### config.mk
export PLATFORM = sky130hd
export DESIGN_NAME = booth4_mac_iter_flat
export DESIGN_NICKNAME = d
export VERILOG_FILES = /design/src/rtl/booth4_mac_iter_pkg.sv /design/src/rtl/booth4_mac_iter_if.sv /design/src/rtl/booth4_mac_iter_pp_gen.sv /design/src/rtl/booth4_mac_iter.sv /design/src/flat_wrapper.sv
export SDC_FILE = /design/constraint.sdc
export NUM_CORES = 1
export LEC_CHECK = 0
export ABC_CLOCK_PERIOD_IN_PS = 6050
export CAP_MARGIN = 15
export CORE_MARGIN = 4
export CORE_UTILIZATION = 53
export CTS_BUF_LIST = sky130_fd_sc_hd__clkbuf_4
export DETAILED_ROUTE_END_ITERATION = 7
export PLACE_DENSITY = 0.83
export SLEW_MARGIN = 40
export SYNTH_ARGS = -nofsm -noshare
export SYNTH_HDL_FRONTEND = slang
export SYNTH_SLANG_ARGS = --single-unit
export TNS_END_PERCENT = 5
### constraint.sdc
create_clock -name clk -period 6.05 [get_ports clk]
set_input_delay 1.21 -clock clk [delete_from_list [all_inputs] [get_ports clk]]
set_output_delay 1.21 -clock clk [all_outputs]
set_load 0.005 [all_outputs]
### src/rtl/booth4_mac_iter_pkg.sv
// Shared types and helpers for the iterative radix-4 Booth MAC.
// Default operand sizes carried over from the fixed-width multiplier.
package booth4_pkg;

  localparam int MUL_SIZE   = 32;
  localparam int ADDER_SIZE = 2 * MUL_SIZE;

  typedef enum logic [1:0] {
    IDLE = 2'd0,
    CALC = 2'd1,
    DONE = 2'd2
  } state_e;

  typedef enum logic [2:0] {
    ZERO = 3'd0,
    POS1 = 3'd1,
    POS2 = 3'd2,
    NEG1 = 3'd3,
    NEG2 = 3'd4
  } booth_digit_e;

  // Bits are {b(2i+1), b(2i), b(2i-1)}.
  function automatic booth_digit_e booth_decode(input logic [2:0] bits);
    booth_digit_e d;
    case (bits)
      3'b001, 3'b010: d = POS1;
      3'b011:         d = POS2;
      3'b100:         d = NEG2;
      3'b101, 3'b110: d = NEG1;
      default:        d = ZERO;
    endcase
    return d;
  endfunction

endpackage

### src/rtl/booth4_mac_iter_if.sv
// Request/result valid-ready channels of the Booth MAC.
// master = requester/consumer side, slave = the MAC itself.
interface booth4_mac_iter_if #(
  parameter int WIDTH = 32
);
  logic                 in_valid;
  logic                 in_ready;
  logic [WIDTH-1:0]     in_op1;
  logic [WIDTH-1:0]     in_op2;
  logic                 in_op1_signed;
  logic                 in_op2_signed;
  logic                 in_acc_en;
  logic                 out_valid;
  logic                 out_ready;
  logic [2*WIDTH-1:0]   out_res;

  modport master (
    output in_valid, in_op1, in_op2, in_op1_signed, in_op2_signed, in_acc_en, out_ready,
    input  in_ready, out_valid, out_res
  );

  modport slave (
    input  in_valid, in_op1, in_op2, in_op1_signed, in_op2_signed, in_acc_en, out_ready,
    output in_ready, out_valid, out_res
  );
endinterface

### src/rtl/booth4_mac_iter_pp_gen.sv
// Radix-4 Booth partial product: selects 0, +-M or +-2M from the
// extended multiplicand; result is one bit wider to hold 2M.
module booth4_pp_gen
  import booth4_pkg::*;
#(
  parameter int EXT = 34
) (
  input  booth_digit_e   digit_i,
  input  logic [EXT-1:0] m_i,
  output logic [EXT:0]   pp_o
);

  logic [EXT:0] m_s;
  assign m_s = {m_i[EXT-1], m_i};

  always_comb begin
    pp_o = '0;
    case (digit_i)
      POS1:    pp_o = m_s;
      POS2:    pp_o = m_s << 1;
      NEG1:    pp_o = -m_s;
      NEG2:    pp_o = -(m_s << 1);
      default: pp_o = '0;
    endcase
  end

endmodule

### src/rtl/booth4_mac_iter.sv
// Iterative radix-4 Booth multiply/accumulate, one digit per cycle.
// Optional macro BOOTH4_EARLY_TERM_EN stops once the remaining digits are all zero.
module booth4_mac_iter
  import booth4_pkg::*;
#(
  parameter int WIDTH = MUL_SIZE
) (
  input  logic             clk,
  input  logic             rst_n,
  booth4_mac_iter_if.slave bus
);

  localparam int RES_WIDTH = 2 * WIDTH;
  localparam int NDIG      = WIDTH / 2 + 1;
  localparam int EXT       = WIDTH + 2;
  localparam int PSW       = RES_WIDTH + 2;
  localparam int CW        = $clog2(NDIG);

  state_e               state_q;
  logic                 in_ready_q;
  logic                 out_valid_q;
  logic [RES_WIDTH-1:0] out_res_q;
  logic [RES_WIDTH-1:0] acc_q;
  logic [CW-1:0]        cnt_q;
  logic [EXT-1:0]       m_q;
  logic [EXT:0]         mq_q;     // multiplier with the bit(-1) overlap at LSB
  logic [PSW-1:0]       psum_q;
  logic [PSW-1:0]       psum_d;

  logic [EXT-1:0]       op1_ext;
  logic [EXT-1:0]       op2_ext;
  logic [PSW-1:0]       acc_ext;
  booth_digit_e         digit;
  logic [EXT:0]         pp;
  logic [PSW-1:0]       pp_wide;
  logic                 last;

  assign op1_ext = bus.in_op1_signed ? {{2{bus.in_op1[WIDTH-1]}}, bus.in_op1}
                                     : {2'b00, bus.in_op1};
  assign op2_ext = bus.in_op2_signed ? {{2{bus.in_op2[WIDTH-1]}}, bus.in_op2}
                                     : {2'b00, bus.in_op2};
  assign acc_ext = {{2{acc_q[RES_WIDTH-1]}}, acc_q};

  assign digit = booth_decode(mq_q[2:0]);

  booth4_pp_gen #(.EXT(EXT)) u_pp_gen (
    .digit_i (digit),
    .m_i     (m_q),
    .pp_o    (pp)
  );

  assign pp_wide = {{(PSW-EXT-1){pp[EXT]}}, pp};
  assign psum_d  = psum_q + (pp_wide << {cnt_q, 1'b0});

`ifdef BOOTH4_EARLY_TERM_EN
  // Remaining digits are zero when every bit still to be scanned
  // (including the next overlap bit) is identical.
  logic rest_zero;
  assign rest_zero = (&mq_q[EXT:2]) | ~(|mq_q[EXT:2]);
  assign last      = (cnt_q == CW'(NDIG-1)) | rest_zero;
`else
  assign last      = (cnt_q == CW'(NDIG-1));
`endif

  always_ff @(posedge clk or negedge rst_n) begin
    if (!rst_n) begin
      state_q     <= IDLE;
      in_ready_q  <= 1'b1;
      out_valid_q <= 1'b0;
      out_res_q   <= '0;
      acc_q       <= '0;
      cnt_q       <= '0;
      m_q         <= '0;
      mq_q        <= '0;
      psum_q      <= '0;
    end else begin
      case (state_q)
        IDLE: begin
          if (bus.in_valid) begin
            m_q        <= op1_ext;
            mq_q       <= {op2_ext, 1'b0};
            psum_q     <= bus.in_acc_en ? acc_ext : '0;
            cnt_q      <= '0;
            in_ready_q <= 1'b0;
            state_q    <= CALC;
          end
        end
        CALC: begin
          psum_q <= psum_d;
          mq_q   <= {{2{mq_q[EXT]}}, mq_q[EXT:2]};
          cnt_q  <= cnt_q + 1'b1;
          if (last) begin
            out_valid_q <= 1'b1;
            out_res_q   <= psum_d[RES_WIDTH-1:0];
            acc_q       <= psum_d[RES_WIDTH-1:0];
            state_q     <= DONE;
          end
        end
        DONE: begin
          if (bus.out_ready) begin
            out_valid_q <= 1'b0;
            in_ready_q  <= 1'b1;
            state_q     <= IDLE;
          end
        end
        default: begin
          state_q     <= IDLE;
          in_ready_q  <= 1'b1;
          out_valid_q <= 1'b0;
        end
      endcase
    end
  end

  assign bus.in_ready  = in_ready_q;
  assign bus.out_valid = out_valid_q;
  assign bus.out_res   = out_res_q;

endmodule

### src/flat_wrapper.sv
// flat-port wrapper written by rule: the top's interface ports become plain ports
module booth4_mac_iter_flat import booth4_pkg::*;
#(
  parameter int WIDTH = MUL_SIZE
)
  (clk, rst_n, bus_in_valid, bus_in_op1, bus_in_op2, bus_in_op1_signed, bus_in_op2_signed, bus_in_acc_en, bus_out_ready, bus_in_ready, bus_out_valid, bus_out_res);
  booth4_mac_iter_if #(.WIDTH(WIDTH)) bus_i ();
  input  logic clk;
  input  logic rst_n;
  input wire logic [$bits(bus_i.in_valid)-1:0] bus_in_valid;
  input wire logic [$bits(bus_i.in_op1)-1:0] bus_in_op1;
  input wire logic [$bits(bus_i.in_op2)-1:0] bus_in_op2;
  input wire logic [$bits(bus_i.in_op1_signed)-1:0] bus_in_op1_signed;
  input wire logic [$bits(bus_i.in_op2_signed)-1:0] bus_in_op2_signed;
  input wire logic [$bits(bus_i.in_acc_en)-1:0] bus_in_acc_en;
  input wire logic [$bits(bus_i.out_ready)-1:0] bus_out_ready;
  output wire logic [$bits(bus_i.in_ready)-1:0] bus_in_ready;
  output wire logic [$bits(bus_i.out_valid)-1:0] bus_out_valid;
  output wire logic [$bits(bus_i.out_res)-1:0] bus_out_res;
  assign bus_i.in_valid = bus_in_valid;
  assign bus_i.in_op1 = bus_in_op1;
  assign bus_i.in_op2 = bus_in_op2;
  assign bus_i.in_op1_signed = bus_in_op1_signed;
  assign bus_i.in_op2_signed = bus_in_op2_signed;
  assign bus_i.in_acc_en = bus_in_acc_en;
  assign bus_i.out_ready = bus_out_ready;
  assign bus_in_ready = bus_i.in_ready;
  assign bus_out_valid = bus_i.out_valid;
  assign bus_out_res = bus_i.out_res;
  booth4_mac_iter #(.WIDTH(WIDTH)) u_core (.clk(clk), .rst_n(rst_n), .bus(bus_i));
endmodule
==> run_results.csv <==
group,metric,value,unit
global_route,grt_overflow_total,0,
detailed_routing,routed_wirelength,59.3,mm
synth,synth_cell_types,72,
synth,ys_top_cells_by_count,"272 x nand2_1, 204 x dfrtp_1, 201 x nor2_1, 191 x o21ai_0, 144 x clkbuf_1",
timing,fin_crit_sh,102,%
critical_path,critPathLaunch,"u_core.m_q[16]",
floorplanning,io_pins,137,
clock_network,root_buffer,"clkbuf_4",
critical_path,r2r-end,"u_core.psum_q[60]",
min_path,min_path_type,"in -> async",
clock_network,path_clk_slew,0.06,ns
critical_path,worst_ep_required_time,6.65,ns
clock_network,clock_latency,0.78,ns
floorplanning,start_util,53.7,%
timing,holdWs,0.481,ns
critical_path,cp_data_arrival_time,6.80,ns
detailed_routing,via_per_inst,6.22,
clock_network,clock-sinks,205,
floorplanning,coreArea,29600,µm²
placed_design,port_buffers,136,
global_route,grt_start_max_net_pins,124,
synth,synth_cells,2011,
placed_design,gp_congestion,1.07,
global_route,grt_pass1_wl,94.1,mm
clock_network,numCtsBuffers,57,
timing,slew_headroom,45.4,%
synth,synth_top_area_share,32.1,%
timing,drv_slew,0,
synth,avgSynthCellArea,7.91,µm²
placed_design,pre_cts_ws,-0.504,ns
synth,synth_seq_cells,205,
floorplanning,dieArea,32900,µm²
timing,setup_viol,21,
cells_and_area,layout-drive-gt1-share,27.1,%
synth,netlist_area,15900,µm²
detailed_routing,drt_iter0_drc,1743,
critical_path,start_kind,"flop",
floorplanning,chipWidth,181,µm
synth,ys_async_sr_fraction,100,%
timing,max_freq,161,MHz
clock_network,htree_num_levels,2,
detailed_routing,drc,0,
timing,fin_crit,6.20,ns
critical_path,cp_max_fo,4,
global_route,grt_antenna_before_repair,2,
detailed_routing,ant_nets,0,
timing,rsz0062_at_grt,"yes",
critical_path,reg2regPathDepth,25,
synth,synth_area_leaders,"dfrtp_1 32%, nand2_1 6.4%, o21ai_0 6.0%, ha_1 5.2%, nor2_1 4.7%",
critical_path,crit_type,"reg -> reg",
synth,synth_edf_count,0,
detailed_routing,drtPass1Iterations,5,
floorplanning,core.rowCount,63,
cells_and_area,syn_to_final_growth,36.2,%
timing,finClkSkew,0.0527,ns
synth,syn_nets,2149,
synth,yosys.area.top_type,"dfrtp_1",
cells_and_area,n_fill_cell,2255,
critical_path,end_kind,"flop",
timing,fin_tns_setup,-1.24,ns
timing,timing.final.hold_violations,0,
synth,synthMostInstantiatedCell,"nand2_1",
placed_design,hpwl,43.4,mm
outcome,outcome,"finished, violations left",
detailed_routing,vias,17958,
synth,yosysSeqAreaShare,32.3,%
critical_path,r2r-start,"u_core.m_q[16]",
floorplanning,die_h,181,µm
outcome,violations,"setup timing",
synth,ys.flop_type,"dfrtp_1",
clock_network,clk_path_buf_depth,3,
timing,worst_slack,-0.147,ns
timing,tightest_slew,0.819,ns
run,max-cap-violations,0,
critical_path,regToRegSetupSlack,-0.15,ns
global_route,grt_util_all_layers,35.1,%
cells_and_area,nNetsFinal,2595,
clock_network,cts_tree,"yes",
clock_network,postCtsHoldBufs,0,
synth,ys_warn_count,0,
detailed_routing,wire_per_inst,20.5,µm
global_route,grt_pass1_vias,17605,
-- per-layer routing --
layer	track usage, %	up-vias	part of all wire, %
met5	0	-	0
met4	13.2	0	3.4
met3	6.85	176	8.8
met1	48.2	8645	42
li1	-	8252	-
met2	55.2	885	45
-- placed cells by master, fill, tap and decap left out, drive strengths merged, types with 40 or more instances in the layout --
| cell type | Yosys | layout |
|---|---|---|
| nand3 | 78 | 78 |
| o22ai | 48 | 48 |
| xnor2 | 52 | 52 |
| a21oi | 118 | 118 |
| o21ai | 192 | 192 |
| clkbuf | 145 | 89 |
| dfrtp | 204 | 204 |
| nand2 | 272 | 272 |
| mux2i | 55 | 55 |
| buf | 21 | 417 |
| xor2 | 42 | 42 |
| a21o | 40 | 40 |
| ha | 66 | 66 |
| clkdlybuf4s50 | 0 | 135 |
| nor2 | 201 | 201 |
-- how the worst max path moves through the flow --
stage,to,slack (ns)
finish,u_core.psum_q[60],-0.15
global route,u_core.psum_q[63],-0.31
detailed placement,u_core.psum_q[62],-0.50
floorplan,u_core.bus.out_res[57],-0.007
CTS,u_core.psum_q[57],-0.005
global placement,u_core.psum_q[57],-0.39
-- timing repair --
item | in CTS | in global routing
endpoints found under the hold margin | 0 | 0
pin swaps | 20 | 23
setup buffers | 8 | 5
resized for setup | 59 | 72
endpoints found under the setup margin | 48 | 60
-- area by class of cell --
class / instances / area (µm²) / area share [%]
multi-input combinational: 1609 / 10600 / 49.2
sequential: 205 / 5130 / 23.7
timing repair buffer: 553 / 4530 / 20.9
clock buffer: 88 / 661 / 3.05
tap: 390 / 488 / 2.25
inverter: 31 / 116 / 0.537
clock inverter: 12 / 87.6 / 0.404
antenna: 1 / 2.50 / 0.0116
-- worst max-delay path, stage by stage, from the launching register on --
cell      delay (ns)
dfrtp_1         0.39
or4_4           0.60
buf_4           0.17
or2_2           0.29
or3_1           0.35
a31o_2          0.25
or3b_1          0.42
mux2i_2         0.23
mux2i_2         0.14
buf_4           0.15
mux2_2          0.28
buf_4           0.14
a22o_2          0.27
ha_1            0.34
a21o_1          0.19
a21oi_1         0.16
o21bai_1        0.11
buf_4           0.16
nor3_4          0.26
o311ai_1        0.17
a21oi_1         0.18
buf_4           0.15
o21bai_1        0.08
a21oi_2         0.15
xor2_1          0.25
o21ai_0         0.16
-- per-stage QoR --
stage | instance area, µm² | utilization (%) | instances
after floorplan | 15900 | - | 2011
after global placement | 20200 | 68.2 | 2775
after detailed placement | 20200 | 68.2 | 2775
after CTS | 21300 | 71.9 | 2883
after global routing | 21700 | 73.1 | 2889
final | 21700 | 73.1 | 2889
-- registers in the layout, summed over array words and instances (netlist names) --
signal and flops:
u_core.mq_q 35, u_core.cnt_q 5, u_core.psum_q 64, u_core.m_q 33, u_core.bus.in_ready 1, u_core.state_q 2
u_core.bus.out_valid 1, u_core.bus.out_res 64
-- logic make-up (layout without fill, tap and decap cells) --
| family | after synthesis | count (layout) | synth area share [%] |
|---|---|---|---|
| AO/OA/AOI/OAI | 646 | 646 | 26.0 |
| XOR/XNOR | 94 | 94 | 5.22 |
| adder cells (fa/ha/maj) | 67 | 67 | 5.32 |
| buffers and inverters | 197 | 684 | 4.80 |
| flip-flops | 205 | 205 | 32.3 |
| multiplexers | 88 | 88 | 6.08 |
| other | 0 | 1 | 0 |
| AND/OR/NAND/NOR | 714 | 714 | 20.3 |
Power is not shown: default switching activity piles up to over one toggle a cycle in this logic, so the estimate is an artifact.
